<file path="src/rtl/seq_pattern_store_pkg.sv">
// Shared definitions for the sequencer pattern store: size defaults, FSM encoding, clog2 helper.
package seq_pattern_store_pkg;

    localparam int unsigned WORD_SIZE_DEF    = 8;
    localparam int unsigned ADDRESS_SIZE_DEF = 4;
    localparam int unsigned MEMORY_QTY_DEF   = 16;
    localparam int unsigned READ_LATENCY_DEF = 2;

    typedef enum logic [1:0] {
        StInit     = 2'd0,
        StIdle     = 2'd1,
        StReadWait = 2'd2
    } state_e;

    function automatic int unsigned clog2(input int unsigned value);
        int unsigned result;
        result = 0;
        while ((32'd1 << result) < value) begin
            result++;
        end
        return result;
    endfunction

endpackage

</file>
<file path="src/rtl/seq_pattern_store_if.sv">
// Loader write port and sequencer read port of the pattern store, bundled as one interface.
interface seq_pattern_store_if
    import seq_pattern_store_pkg::*;
#(
    parameter int unsigned WORD_SIZE    = WORD_SIZE_DEF,
    parameter int unsigned ADDRESS_SIZE = ADDRESS_SIZE_DEF
);

    logic                    w_en;
    logic [ADDRESS_SIZE-1:0] w_addr;
    logic [WORD_SIZE-1:0]    w_data;
    logic                    w_ready;
    logic                    r_en;
    logic [ADDRESS_SIZE-1:0] r_addr;
    logic [WORD_SIZE-1:0]    r_data;
    logic                    r_ready;
    logic                    addr_err;
    logic                    r_parity_err;

    modport master (
        output w_en, w_addr, w_data, r_en, r_addr,
        input  w_ready, r_data, r_ready, addr_err, r_parity_err
    );

    modport slave (
        input  w_en, w_addr, w_data, r_en, r_addr,
        output w_ready, r_data, r_ready, addr_err, r_parity_err
    );

endinterface

</file>
<file path="src/rtl/seq_store_ram.sv">
// 1W1R pattern array: synchronous write, combinational read, optional parity column
// (SEQ_STORE_PARITY_EN). Out-of-range reads return zero.
module seq_store_ram
    import seq_pattern_store_pkg::*;
#(
    parameter int unsigned WORD_SIZE    = WORD_SIZE_DEF,
    parameter int unsigned ADDRESS_SIZE = ADDRESS_SIZE_DEF,
    parameter int unsigned MEMORY_QTY   = MEMORY_QTY_DEF
) (
    input  logic                    clock,
    input  logic                    w_en_i,
    input  logic [ADDRESS_SIZE-1:0] w_addr_i,
    input  logic [WORD_SIZE-1:0]    w_data_i,
    input  logic                    w_par_i,
    input  logic [ADDRESS_SIZE-1:0] r_addr_i,
    output logic [WORD_SIZE-1:0]    r_data_o,
    output logic                    r_par_o
);

    localparam logic [ADDRESS_SIZE:0] MemQty = (ADDRESS_SIZE + 1)'(MEMORY_QTY);

    logic [WORD_SIZE-1:0] mem_q [MEMORY_QTY];
    logic                 r_in_range;

    assign r_in_range = {1'b0, r_addr_i} < MemQty;

    always_ff @(posedge clock) begin
        if (w_en_i) begin
            mem_q[w_addr_i] <= w_data_i;
        end
    end

    assign r_data_o = r_in_range ? mem_q[r_addr_i] : '0;

`ifdef SEQ_STORE_PARITY_EN
    logic [MEMORY_QTY-1:0] par_q;

    always_ff @(posedge clock) begin
        if (w_en_i) begin
            par_q[w_addr_i] <= w_par_i;
        end
    end

    assign r_par_o = r_in_range ? par_q[r_addr_i] : 1'b0;
`else
    logic unused_w_par;
    assign unused_w_par = w_par_i;
    assign r_par_o      = 1'b0;
`endif

endmodule

</file>
<file path="src/rtl/seq_pattern_store.sv">
// Pattern store feeding the sequencer: self-clearing after reset, fixed-latency reads,
// single-cycle loader writes. SEQ_STORE_PARITY_EN adds a per-word even-parity check.
module seq_pattern_store
    import seq_pattern_store_pkg::*;
#(
    parameter int unsigned WORD_SIZE    = WORD_SIZE_DEF,
    parameter int unsigned ADDRESS_SIZE = ADDRESS_SIZE_DEF,
    parameter int unsigned MEMORY_QTY   = MEMORY_QTY_DEF,
    parameter int unsigned READ_LATENCY = READ_LATENCY_DEF
) (
    input logic               clock,
    input logic               reset,
    seq_pattern_store_if.slave bus
);

    localparam int unsigned           LatW     = clog2(READ_LATENCY + 1);
    localparam logic [LatW-1:0]       LatLast  = LatW'(READ_LATENCY);
    localparam logic [ADDRESS_SIZE:0] MemQty   = (ADDRESS_SIZE + 1)'(MEMORY_QTY);
    localparam logic [ADDRESS_SIZE-1:0] InitLast = ADDRESS_SIZE'(MEMORY_QTY - 1);

    state_e                  state_q, state_d;
    logic [ADDRESS_SIZE-1:0] init_addr_q, init_addr_d;
    logic [ADDRESS_SIZE-1:0] rd_addr_q, rd_addr_d;
    logic [LatW-1:0]         lat_q, lat_d;
    logic [WORD_SIZE-1:0]    r_data_q, r_data_d;
    logic                    r_en_q;
    logic                    pending_q, pending_d;
    logic                    addr_err_q, addr_err_d;

    logic                    ram_we;
    logic [ADDRESS_SIZE-1:0] ram_waddr;
    logic [WORD_SIZE-1:0]    ram_wdata;
    logic                    ram_wpar;
    logic [WORD_SIZE-1:0]    ram_rdata;
    logic                    ram_rpar;

    logic rd_rise;
    logic w_in_range;
    logic r_in_range;

    assign rd_rise    = bus.r_en & ~r_en_q;
    assign w_in_range = {1'b0, bus.w_addr} < MemQty;
    assign r_in_range = {1'b0, bus.r_addr} < MemQty;

`ifdef SEQ_STORE_PARITY_EN
    logic r_par_err_q, r_par_err_d;
`endif

    always_comb begin
        state_d     = state_q;
        init_addr_d = init_addr_q;
        rd_addr_d   = rd_addr_q;
        lat_d       = lat_q;
        r_data_d    = r_data_q;
        pending_d   = pending_q;
        addr_err_d  = 1'b0;
        ram_we      = 1'b0;
        ram_waddr   = bus.w_addr;
        ram_wdata   = bus.w_data;
        ram_wpar    = ^bus.w_data;
`ifdef SEQ_STORE_PARITY_EN
        r_par_err_d = r_par_err_q;
`endif

        unique case (state_q)
            StInit: begin
                ram_we      = 1'b1;
                ram_waddr   = init_addr_q;
                ram_wdata   = '0;
                ram_wpar    = 1'b0;
                init_addr_d = init_addr_q + 1'b1;
                // A read requested while clearing is served on the first idle cycle.
                if (rd_rise) begin
                    pending_d = 1'b1;
                end
                if (init_addr_q == InitLast) begin
                    state_d     = StIdle;
                    init_addr_d = '0;
                end
            end
            StIdle: begin
                if (rd_rise || pending_q) begin
                    state_d    = StReadWait;
                    rd_addr_d  = bus.r_addr;
                    lat_d      = LatW'(1);
                    pending_d  = 1'b0;
                    addr_err_d = ~r_in_range;
                end
            end
            StReadWait: begin
                // Word sampled at completion so writes landing during the wait are returned.
                if (lat_q == LatLast) begin
                    state_d  = StIdle;
                    r_data_d = ram_rdata;
`ifdef SEQ_STORE_PARITY_EN
                    r_par_err_d = (^ram_rdata) ^ ram_rpar;
`endif
                end else begin
                    lat_d = lat_q + 1'b1;
                end
            end
            default: begin
                state_d = StInit;
            end
        endcase

        if (state_q != StInit && bus.w_en) begin
            ram_we = w_in_range;
            if (!w_in_range) begin
                addr_err_d = 1'b1;
            end
        end
    end

    always_ff @(posedge clock or posedge reset) begin
        if (reset) begin
            state_q     <= StInit;
            init_addr_q <= '0;
            rd_addr_q   <= '0;
            lat_q       <= '0;
            r_data_q    <= '0;
            r_en_q      <= 1'b0;
            pending_q   <= 1'b0;
            addr_err_q  <= 1'b0;
        end else begin
            state_q     <= state_d;
            init_addr_q <= init_addr_d;
            rd_addr_q   <= rd_addr_d;
            lat_q       <= lat_d;
            r_data_q    <= r_data_d;
            r_en_q      <= bus.r_en;
            pending_q   <= pending_d;
            addr_err_q  <= addr_err_d;
        end
    end

`ifdef SEQ_STORE_PARITY_EN
    always_ff @(posedge clock or posedge reset) begin
        if (reset) begin
            r_par_err_q <= 1'b0;
        end else begin
            r_par_err_q <= r_par_err_d;
        end
    end

    assign bus.r_parity_err = r_par_err_q;
`else
    logic unused_rpar;
    assign unused_rpar      = ram_rpar;
    assign bus.r_parity_err = 1'b0;
`endif

    assign bus.w_ready  = (state_q != StInit);
    assign bus.r_ready  = (state_q == StIdle);
    assign bus.r_data   = r_data_q;
    assign bus.addr_err = addr_err_q;

    seq_store_ram #(
        .WORD_SIZE   (WORD_SIZE),
        .ADDRESS_SIZE(ADDRESS_SIZE),
        .MEMORY_QTY  (MEMORY_QTY)
    ) u_ram (
        .clock   (clock),
        .w_en_i  (ram_we),
        .w_addr_i(ram_waddr),
        .w_data_i(ram_wdata),
        .w_par_i (ram_wpar),
        .r_addr_i(rd_addr_q),
        .r_data_o(ram_rdata),
        .r_par_o (ram_rpar)
    );

endmodule

</file>
<file path="src/flat_wrapper.sv">
// flat-port wrapper written by rule: the top's interface ports become plain ports
module seq_pattern_store_flat import seq_pattern_store_pkg::*;
#(
    parameter int unsigned WORD_SIZE    = WORD_SIZE_DEF,
    parameter int unsigned ADDRESS_SIZE = ADDRESS_SIZE_DEF,
    parameter int unsigned MEMORY_QTY   = MEMORY_QTY_DEF,
    parameter int unsigned READ_LATENCY = READ_LATENCY_DEF
)
  (clock, reset, bus_w_en, bus_w_addr, bus_w_data, bus_r_en, bus_r_addr, bus_w_ready, bus_r_data, bus_r_ready, bus_addr_err, bus_r_parity_err);
  seq_pattern_store_if #(.WORD_SIZE(WORD_SIZE), .ADDRESS_SIZE(ADDRESS_SIZE)) bus_i ();
  input logic clock;
  input logic reset;
  input wire logic [$bits(bus_i.w_en)-1:0] bus_w_en;
  input wire logic [$bits(bus_i.w_addr)-1:0] bus_w_addr;
  input wire logic [$bits(bus_i.w_data)-1:0] bus_w_data;
  input wire logic [$bits(bus_i.r_en)-1:0] bus_r_en;
  input wire logic [$bits(bus_i.r_addr)-1:0] bus_r_addr;
  output wire logic [$bits(bus_i.w_ready)-1:0] bus_w_ready;
  output wire logic [$bits(bus_i.r_data)-1:0] bus_r_data;
  output wire logic [$bits(bus_i.r_ready)-1:0] bus_r_ready;
  output wire logic [$bits(bus_i.addr_err)-1:0] bus_addr_err;
  output wire logic [$bits(bus_i.r_parity_err)-1:0] bus_r_parity_err;
  assign bus_i.w_en = bus_w_en;
  assign bus_i.w_addr = bus_w_addr;
  assign bus_i.w_data = bus_w_data;
  assign bus_i.r_en = bus_r_en;
  assign bus_i.r_addr = bus_r_addr;
  assign bus_w_ready = bus_i.w_ready;
  assign bus_r_data = bus_i.r_data;
  assign bus_r_ready = bus_i.r_ready;
  assign bus_addr_err = bus_i.addr_err;
  assign bus_r_parity_err = bus_i.r_parity_err;
  seq_pattern_store #(.WORD_SIZE(WORD_SIZE), .ADDRESS_SIZE(ADDRESS_SIZE), .MEMORY_QTY(MEMORY_QTY), .READ_LATENCY(READ_LATENCY)) u_core (.clock(clock), .reset(reset), .bus(bus_i));
endmodule
</file>
<file path="config.mk">
export PLATFORM = sky130hd
export DESIGN_NAME = seq_pattern_store_flat
export DESIGN_NICKNAME = d
export VERILOG_FILES = /design/src/rtl/seq_pattern_store_pkg.sv /design/src/rtl/seq_pattern_store_if.sv /design/src/rtl/seq_store_ram.sv /design/src/rtl/seq_pattern_store.sv /design/src/flat_wrapper.sv
export SDC_FILE = /design/constraint.sdc
export NUM_CORES = 1
export LEC_CHECK = 0
export ABC_AREA = 0
export BUFFER_PORTS_ARGS = -buffer_cell sky130_fd_sc_hd__buf_2
export CORE_ASPECT_RATIO = 0.75
export CORE_MARGIN = 3
export CORE_UTILIZATION = 60
export CTS_BUF_LIST = sky130_fd_sc_hd__clkbuf_16
export DETAILED_ROUTE_END_ITERATION = 8
export HOLD_SLACK_MARGIN = 0.12
export PLACE_DENSITY = 0.78
export SLEW_MARGIN = 40
export SYNTH_ARGS = -nofsm -noshare
export SYNTH_HDL_FRONTEND = slang
export SYNTH_SLANG_ARGS = --single-unit
</file>
<file path="constraint.sdc">
create_clock -name clock -period 4.7 [get_ports clock]
set_input_delay 1.41 -clock clock [delete_from_list [all_inputs] [get_ports clock]]
set_output_delay 1.41 -clock clock [all_outputs]
set_load 0.02 [all_outputs]
</file>
* After elaboration in Yosys (flattened, before gate mapping) *
Memory sizes are Yosys's and may differ from the RTL's. A register that Yosys moved wholly into a read port is not among the register bits.
Index checks and enable logic that the tools add are counted.

storage, ports and cells
  register bits after elaboration = 14
  input port bits = 20
  bits in read-only memories = 0
  memories kept = 1
  RAM bits = 128
  bits in latches = 0
  output and inout bits = 12

cells by class
  magnitude comparators = 0
  reduce and logical (&&, ||, !) cells = 11
  div/mod/pow operators = 0
  bitwise gates (word level) = 2
  eq/ne operators = 9
  multiply operators = 0
  $add $sub $neg = 2
  shift operators = 0
  multiplexer cells = 17

memories
  memory              depth  width  rd ports  clocked after Yosys merged registers in  write ports  RTL line             source
  u_core.u_ram.mem_q  16     8      1         1                                        1            seq_store_ram.sv:22  logic [WORD_SIZE-1:0] mem_q [MEMORY_QTY];

operators by type and width
  operator             count
  $mux 2               5
  $reduce_and 3->1     3
  $mux 4               2
  $mux 8               1
  $ne 2x1->1 const B   4
  $mux 1               6
  $pmux 2 s3           1
  $reduce_bool 2->1    3
  $add 4x1->4 const B  1
  $eq 2x2->1 const B   2
  $eq 4x4->1 const B   1
  $pmux 2 s2           1
  $reduce_and 2->1     2
  $add 2x1->2 const B  1
  $eq 2x1->1 const B   1
  $logic_not 2->1      1
  $ne 2x2->1 const B   1
  $pmux 1 s2           1
  $and 1x1->1          1
  $logic_and 1x1->1    1
  $logic_or 1x1->1     1
  $not 1->1            1

* Longest topological paths before layout *
Gate-level depths: netlist of run 1.

  depth in word-level cells = 5
  mapped depth = 7
  gate-level depth less buffers = 6

* Modules after synthesis *
Synthesis of run 1 repeated with hierarchy kept, for this count alone.

second synthesis, totals
  cells, all modules = 315
  area total of the unflattened synthesis = 6069.6 um^2

modules (own cells, without submodules)
  module             seq. area each (um^2)  times used  area an instance (um^2)  cells an instance
  seq_store_ram      3843.7                 1           4998.5                   223
  seq_pattern_store  550.5                  1           1071.0                   92

* Worst setup path before layout of run 1 *
OpenSTA, ideal clock, no wires.

  path type = input-to-reg
  start = input port bus_w_addr[2]
  end = memory u_core.u_ram.mem_q[10][0] (netlist bit), enable pin
  required time = 4.330 ns
  setup time = 0.370 ns
  stages = 3
  arrival time = 2.185 ns
  path slack = 2.145 ns
  cell sequence = nor3b_1 -> a32oi_1 -> nor2_1

between the ends
  word-level cells in the longest chain between the ends = 1

ends and longest elaborated chain
  what                RTL line                 source
  start: declaration  flat_wrapper.sv:14       input wire logic [$bits(bus_i.w_addr)-1:0] bus_w_addr;
  $mux 4              seq_pattern_store.sv:65  unique case (state_q)
  end: declaration    seq_store_ram.sv:22

No other way between the ends.

* Worst setup path in the final report of run 1 *
  start = register u_core.state_q[1]
  end = output port bus_w_ready

between the ends
  word-level cells in the longest chain between the ends = 1

ends and longest elaborated chain
  what                      RTL line                  source
  start: declaration        seq_pattern_store.sv:21   state_e state_q, state_d;
  start signal: assignment  seq_pattern_store.sv:117  state_q <= StInit;
  start signal: assignment  seq_pattern_store.sv:126  state_q <= state_d;
  $reduce_bool 2->1         seq_pattern_store.sv:153  assign bus.w_ready = (state_q != StInit);
  end: declaration          flat_wrapper.sv:18        output wire logic [$bits(bus_i.w_ready)-1:0] bus_w_ready;

No other way between the ends.

==> results of run 1 <==
==> worst max-delay path: cells and delay by family, from the launching register on <==
kind                   cells  cell delay, ns
buffers and inverters      3            0.54
flip-flops                 1            0.45
AND/OR/NAND/NOR            1            0.13
==> cells in the mapped netlist (2+ instances only) <==
| cell | count | area share |
|---|---|---|
| a31oi_1 | 5 | 0.0052 |
| clkbuf_1 | 5 | 0.0031 |
| dfrtp_1 | 22 | 0.091 |
| a21oi_1 | 3 | 0.0025 |
| inv_1 | 9 | 0.0056 |
| nand3_1 | 4 | 0.0033 |
| nor3_1 | 2 | 0.0017 |
| nand2_1 | 6 | 0.0037 |
| nor3b_1 | 3 | 0.0037 |
| and2_1 | 8 | 0.0083 |
| buf_4 | 2 | 0.0025 |
| mux2_2 | 10 | 0.019 |
| o21ai_1 | 15 | 0.012 |
| buf_12 | 2 | 0.0066 |
| a22oi_1 | 6 | 0.0075 |
| nor2_1 | 21 | 0.013 |
| mux4_1 | 11 | 0.048 |
| buf_2 | 6 | 0.0050 |
| nor2b_1 | 8 | 0.0083 |
| a32oi_1 | 4 | 0.0058 |
| mux2_1 | 2 | 0.0037 |
| o21ai_0 | 3 | 0.0025 |
| mux4_2 | 22 | 0.082 |
| edfxtp_1 | 128 | 0.64 |
| ha_1 | 2 | 0.0041 |
==> metrics by stage <==
step,setup slack [ns],instance area (µm²),hold slack [ns],instances,utilization
2_1_floorplan,2.14,6040,0.466,322,-
3_5_place_dp,1.62,6280,0.498,472,0.645
6_report,1.76,6860,0.510,504,0.705
5_1_grt,1.65,6860,0.534,504,0.705
4_1_cts,1.75,6860,0.509,504,0.705
3_3_place_gp,1.78,6270,0.488,472,0.645
==> placed cells by master (no fill, tap or decap), types with 4 or more instances in the layout <==
cell and n:
inv_1 9, buf_4 5, a31oi_1 5, mux2_2 10
clkbuf_16 17, o21ai_1 15, nor2_1 20, edfxtp_1 128
mux4_1 11, a22oi_1 6, nor2b_1 8, mux4_2 22
and2_1 8, inv_6 6, inv_8 4, nand2_1 6
buf_2 29, nand3_1 4, dfrtp_1 20, a32oi_1 4
==> registers in the layout (all words and copies together) (netlist names) <==
name and count:
u_core.rd_addr_q 4, u_core.r_en_q 1, u_core.lat_q 2, u_core.u_ram.mem_q 128, u_core.pending_q 1, u_core.state_q 2
u_core.bus.r_data 8, u_core.init_addr_q 4
==> report_power, final <==
| part | internal (mW) | total [mW] | leakage (nW) | switching, mW |
|---|---|---|---|---|
| logic | 0.565 | 1.37 | 0.700 | 0.802 |
| clock network | 0.753 | 1.33 | 0.293 | 0.573 |
| registers | 1.91 | 2.14 | 1.45 | 0.231 |
| total | 3.23 | 4.84 | 2.44 | 1.61 |
==> per-layer routing <==
layer	global-route usage	routed length, µm
met1	0.372	5220
met2	0.345	5770
met5	0	0
met3	0.0653	1390
met4	0.0690	125
==> worst max-delay path by stage <==
| stage | endpoint | slack, ns | cells past startpoint |
|---|---|---|---|
| floorplan | u_core.u_ram.mem_q[10][0] | 2.14 | 3 |
| global placement | u_core.u_ram.mem_q[9][7] | 1.78 | 4 |
| detailed placement | u_core.u_ram.mem_q[9][2] | 1.62 | 4 |
| CTS | bus_w_ready | 1.75 | 4 |
| global route | bus_w_ready | 1.65 | 4 |
| finish | bus_w_ready | 1.76 | 4 |
==> final cells by class <==
type	instances	area (µm²)
Fill cell	578	2870
Clock buffer	17	425
Timing Repair Buffer	34	183
Inverter	10	37.5
Clock inverter	15	158
Multi-Input combinational cell	146	1500
Sequential cell	150	4400
Tap cell	132	165
==> cells by family (layout without fill, tap and decap cells) <==
kind of cell	after synthesis	in the layout
flip-flops	150	150
AND/OR/NAND/NOR	58	58
multiplexers	46	46
AO/OA/AOI/OAI	37	37
buffers and inverters	26	76
adder cells (fa/ha/maj)	2	2
other	1	2
XOR/XNOR	1	1
==> results.md, run 1 <==
- CP cell instances: nor2_1, buf_4, inv_2, buf_2
- Post-DR vias/cell: 6.27
- Die Ht: 92.9 µm
- PD cells: 705 nW/µm²
- Synth unique cells: 37
- Fin crit period: 2.94 ns
- Fin crit share: 0.626
- CP startpoint: u_core.state_q[1]
- Slew @ Worst Pin: 0.817 ns
- Outcome: completed
- Largest net degree at the start of global routing: 23
- Min-delay src: u_core.state_q[0]
- Async SR Flop Fraction: 0.147
- Synth Area in Compound Gates: 0.0373
- Maximum clock path buffer count: 2
- WL per Instance: between 20 and 25 µm
- Max-slew violations: 0
- Syn_area_per_cell: 18.8 µm²
- Worst Hold Path EP: u_core.state_q[0]
- RSZ-0062 raised after global routing: false
- Clk slew on worst S/H paths: 0.06 ns
- Yosys reg bits: 150
- Iter 0 DRT Violations: about 600
- Post-Synth Simple-Gate Area: 0.0495
- Boundary Pins: 32
- Slowest CP cell: dfrtp_1
- Length of the first detailed-routing pass in iterations: 5
- Die width: around 120 µm
- Critical path peak fanout: 18
- Largest family of logic cells by synthesized area: multiplexers
- # clock sinks: 150
- Upper clock frequency limit: 340 MHz
- Worst min path class: register to register
- Port buffer count: 29
- Share of cells above drive strength 1: 0.274
- Skew-Pair Late Insertion Delay: 0.42 ns
- Post-synth EDFFs: approximately 130
- Critical Path End Type: output port
- XOR/XNOR Fraction of Synth Area: 0.00145
- Placer Congestion: between 0.7 and 0.8
- Site row count: 31
- RR Endpoint: u_core.bus.r_data[1]
- Initial antenna violation count: 0
- FF-to-FF path depth: 4
- CTS Hold Bufs: 0
- Vias in the first global route: 3143
- Cell Area, Synth: 6040 µm²
- Leak: 2.44 nW
- CP max stage delay: 0.45 ns
- Critical path type: register to output port
- Worst R2R Setup Slack: ~2.3 ns
- Syn Inst Count: 321
- H-tree levels: 4
- Setup Total Neg Slack: 0 ns
- Post-CTS setup buffer count: 0
- Area of the die: between 10000 and 15000 µm²
- GR Util All Layers: 0.241
- DRC viols: 0
- Tot Pwr: 4.84 mW
- Critical Path RT: 3.29 ns
- Crit path DAT: 1.53 ns
- Vias: 3161
- Skew final: 0.0104 ns
- Routed WL: between 10000 and 15000 µm
- P&R area growth vs syn: 13.7%
- Endpoints failing hold: 0
- Ys Warns: 0
- Number of setup violations in the final report: 0
- Post-synthesis sequential area ratio: 0.728
- Nets: ~380
- Adder-cell share of the synthesized area: 0.00414
- VDD IR-drop max: ~0.45 mV
- Clock tree root buffer cell: clkbuf_16
- Initial Util: 0.620
- Core ar.: around 9700 µm²
- CTS Buf Count: 17
- Ant. Diodes: 0
- DP Wirelength: 8210 µm
- Reg-to-reg startpoint: u_core.rd_addr_q[1]
- Worst Hold Path Cells: 1
- Resize count post-CTS: 0
- Max Cap Viol: 0
- Remaining antenna violation count: 0
- CTS tree: done
- Post-synthesis mux area share: 0.154
- Top_reg_cell synth: edfxtp_1
- Total gr overflow: 0
- Slew margin rel.: 0.453
- Global-route wire length before repair: 19100 µm
- Critical Path Source Type: register
Power figures use the tool's default switching activity.
==> run 2, diff against run 1 <==
ABC_AREA = 1   (was 0)
clock period = 2.8 ns   (was 4.7 ns; I/O delays follow)
==> run 2 against run 1 <==
Against the previous run: sequential share of layout area down 3.1 points; critical path depth rose by 2; core utilization grew 2.3 points; area after synthesis rose by 3.5%; synthesized cell count increased by 80%; worst setup slack got worse by 1.4 ns; register-to-register slack got worse by 2.0 ns; first-iteration DRC count up 9.9%; clock skew down 0.0033 ns; non-clock buffer count grew 21; combinational power increased by 130%; clock-buffer cell count rose by 3; critical path type is now register to register; critical endpoint is now u_core.u_ram.mem_q[0][6]; highest routed layer unchanged.
==> results.md, run 2 <==
- Adder-cell share of the synthesized area: 0.00400 (-0.000141)
- Number of setup violations in the final report: 0 (unchanged)
- Post-Synth Simple-Gate Area: 0.236 (+0.186)
- Slowest CP cell: nor2_1
- Slew margin rel.: 0.458 (+0.00524)
- Routed WL: 15300 µm (+22%)
- Max Cap Viol: 0 (unchanged)
- Leak: 2.99 nW (+22%)
- H-tree levels: 4 (unchanged)
- VDD IR-drop max: 0.755 mV (+67%)
- Critical Path End Type: register
- Most frequent cell after synthesis: nand2_1
- Remaining antenna violation count: 0 (unchanged)
- Global-route wire length before repair: 23400 µm (+23%)
- Fin crit period: roughly 2.5 ns
- Total gr overflow: 0 (unchanged)
- Async SR Flop Fraction: 0.147 (unchanged)
- Main area contributors after synthesis: edfxtp_1 61%, nand2_1 12%, dfrtp_1 8.8%, nand3_1 8.2%, nor2_1 1.8%
- Boundary Pins: 32 (unchanged)
- Core ar.: 9890 µm² (+1.6%)
- Post-synth EDFFs: 128 (unchanged)
- Most common cell after layout, fill and taps aside: nand2_1
- Critical Path Source Type: register
- Endpoints failing hold: 0 (unchanged)
- Share of cells above drive strength 1: 0.149 (-0.125)
- Initial Util: 0.632 (+0.0118)
- Syn Inst Count: 577 (+80%)
- Outcome: completed
- Site row count: 31 (unchanged)
- RSZ-0062 raised after global routing: false
- Yosys reg bits: 150 (unchanged)
- WL per Instance: 19.9 µm (-20%)
- Placer Congestion: 0.878 (+13%)
- Synth Area in Compound Gates: 0.0164 (-0.0209)
- Post-CTS setup buffer count: 0 (unchanged)
- DP Wirelength: 9240 µm (+13%)
- Critical path peak fanout: 18 (unchanged)
- CP max stage delay: 0.64 ns (+0.19 ns)
- Largest net degree at the start of global routing: 65 (+180%)
- Nets: 646 (+70%)
- Skew-Pair Late Insertion Delay: 0.43 ns (about the same)
- # clock sinks: 150 (unchanged)
- Post-DR vias/cell: 5.83 (-7.0%)
- Skew final: 0.00712 ns (-0.00326 ns)
- Most frequent cells in the layout: 206 x nand2_1, 128 x edfxtp_1, 102 x nand3_1
- Placed cell areas: 6630 µm² (+5.6%)
- Worst min path class: input pin to asynchronous set/reset pin
- Fin cells: 769 (+53%)
- Die width: 124 µm (+1.7%)
- Resize count post-CTS: 0 (unchanged)
- Max-slew violations: 0 (unchanged)
- Area of the die: 11700 µm² (+3.3%)
- Max reg flops: 128 (unchanged)
- Iter 0 DRT Violations: 656 (+9.9%)
- Largest reg by FF count: u_core.u_ram.mem_q
- Vias in the first global route: 4398 (+40%)
- Placed cells: 737 (+56%)
- Ys Warns: 0 (unchanged)
- Design Area, Final: 7200 µm² (+5.0%)
- Top_reg_cell synth: edfxtp_1
- Slew @ Worst Pin: 0.810 ns (-0.00783 ns)
- Top cells by count, synth: 206 x nand2_1, 128 x edfxtp_1, 102 x nand3_1
- Maximum clock path buffer count: 2 (unchanged)
- XOR/XNOR Fraction of Synth Area: 0 (-0.00145)
- Synth unique cells: 27 (-27%)
- Tot Pwr: 8.72 mW (+80%)
- Clk slew on worst S/H paths: 0.06 ns (about the same)
- Ant. Diodes: 0 (unchanged)
- Critical Path RT: 2.85 ns (-0.44 ns)
- FILL cells: 662 (+15%)
- Largest family of logic cells by synthesized area: simple AND/OR/NAND/NOR gates
- Initial antenna violation count: 0 (unchanged)
- Critical path type: register to register
- CTS tree: done
- Upper clock frequency limit: 405 MHz
- CTS Buf Count: 17 (unchanged)
- Register Area: 4400 µm² (about the same)
- Crit path DAT: 2.52 ns (+0.99 ns)
- GR Util All Layers: 0.279 (+0.0375)
- Multi-input combinational cell area: 1610 µm² (+7.4%)
- DRC viols: 0 (unchanged)
- Cell Area, Synth: 6250 µm² (+3.5%)
- Fin crit share: 0.882
- P&R area growth vs syn: 15.3%
- CP cell instances: nor2_4, inv_2, or2_1, o21ai_2, nand3_1, nor2_1
- Syn_area_per_cell: 10.8 µm² (-42%)
- PD cells: 1210 nW/µm² (+72%)
- Clock tree root buffer cell: clkbuf_16
- Vias: 4485 (+42%)
- Die Ht: 94.4 µm (+1.6%)
- Yosys top cell by area: edfxtp_1
- Top cell type's share of synthesized area: 0.615 (-0.0217)
- Length of the first detailed-routing pass in iterations: 6 (+1)
- Port buffer count: 29 (unchanged)
- CTS Hold Bufs: 0 (unchanged)
- Post-synthesis mux area share: 0 (-0.154)
- Post-synthesis sequential area ratio: 0.703 (-0.0248)
- Buf/Inv on CP: 1 (-2)
- Crit-path leading delay family: simple AND/OR/NAND/NOR gates
- Layout Utilization: 0.728 (+0.0235)
- Setup Total Neg Slack: 0 ns (unchanged)
-- run 2: cell types whose count changed after synthesis, moves of 8 or more --
cell     previous run  this run
inv_1               9        28
o21ai_1            15         1
nor2_1             21        30
and2_1              8         0
nand2_1             6       206
nor2b_1             8         0
buf_2               6        19
nand3_1             4       102
mux4_1             11         0
mux4_2             22         0
mux2_2             10         0
-- run 2: worst paths after layout --
path	from	end	slack [ns]	depth (start not counted)
hold reg to reg	u_core.bus.r_data[1]	u_core.bus.r_data[1]	0.48	2
setup / recovery	u_core.state_q[1]	u_core.u_ram.mem_q[0][6]	0.33	6
max in group asynchronous	reset	u_core.rd_addr_q[0]	2.10	3
min in group clock	u_core.bus.r_data[1]	u_core.bus.r_data[1]	0.48	2
hold / removal	reset	u_core.bus.r_data[3]	0.45	3
setup reg to reg	u_core.state_q[1]	u_core.u_ram.mem_q[0][6]	0.33	6
-- run 2: per-layer routing --
metal,vias to the layer above,track usage,wire [µm]
met5,-,0,0
met4,0,0.108,305
met3,35,0.0599,1380
met2,254,0.439,7520
met1,2152,0.387,6070
li1,2044,-,-
-- run 2: kinds of logic (layout without fill, tap and decap cells) --
logic type                 after synthesis  count (layout)
and+or+nand+nor                        347             347
DFF                                    150             150
buffers and inverters                   59             118
AOI/OAI and AO/OA                       18              18
adders and majority gates                2               2
other                                    1               2
-- run 2: tightest hold or removal path, cell delays in order --
cell	delay (ns)
buf_2	0.10
inv_1	0.04
buf_4	0.29
-- run 2: report_power, final --
group / switching, mW / internal [mW]
logic: 2.28 / 0.853
clock network: 0.852 / 1.35
registers: 0.214 / 3.17
-- run 2: layout make-up --
class / count / area share
Sequential cell: 150 / 0.610
Multi-Input combinational cell: 369 / 0.223
Clock buffer: 20 / 0.0695
Timing Repair Buffer: 55 / 0.0472
Tap cell: 132 / 0.0229
Inverter: 31 / 0.0163
Clock inverter: 12 / 0.0108
-- run 2: per-stage QoR --
stage	worst slack [ns]	hold slack [ns]
global route	0.127	0.472
finish	0.329	0.449
CTS	0.329	0.453
detailed placement	0.369	0.461
global placement	0.377	0.463
floorplan	0.791	0.474
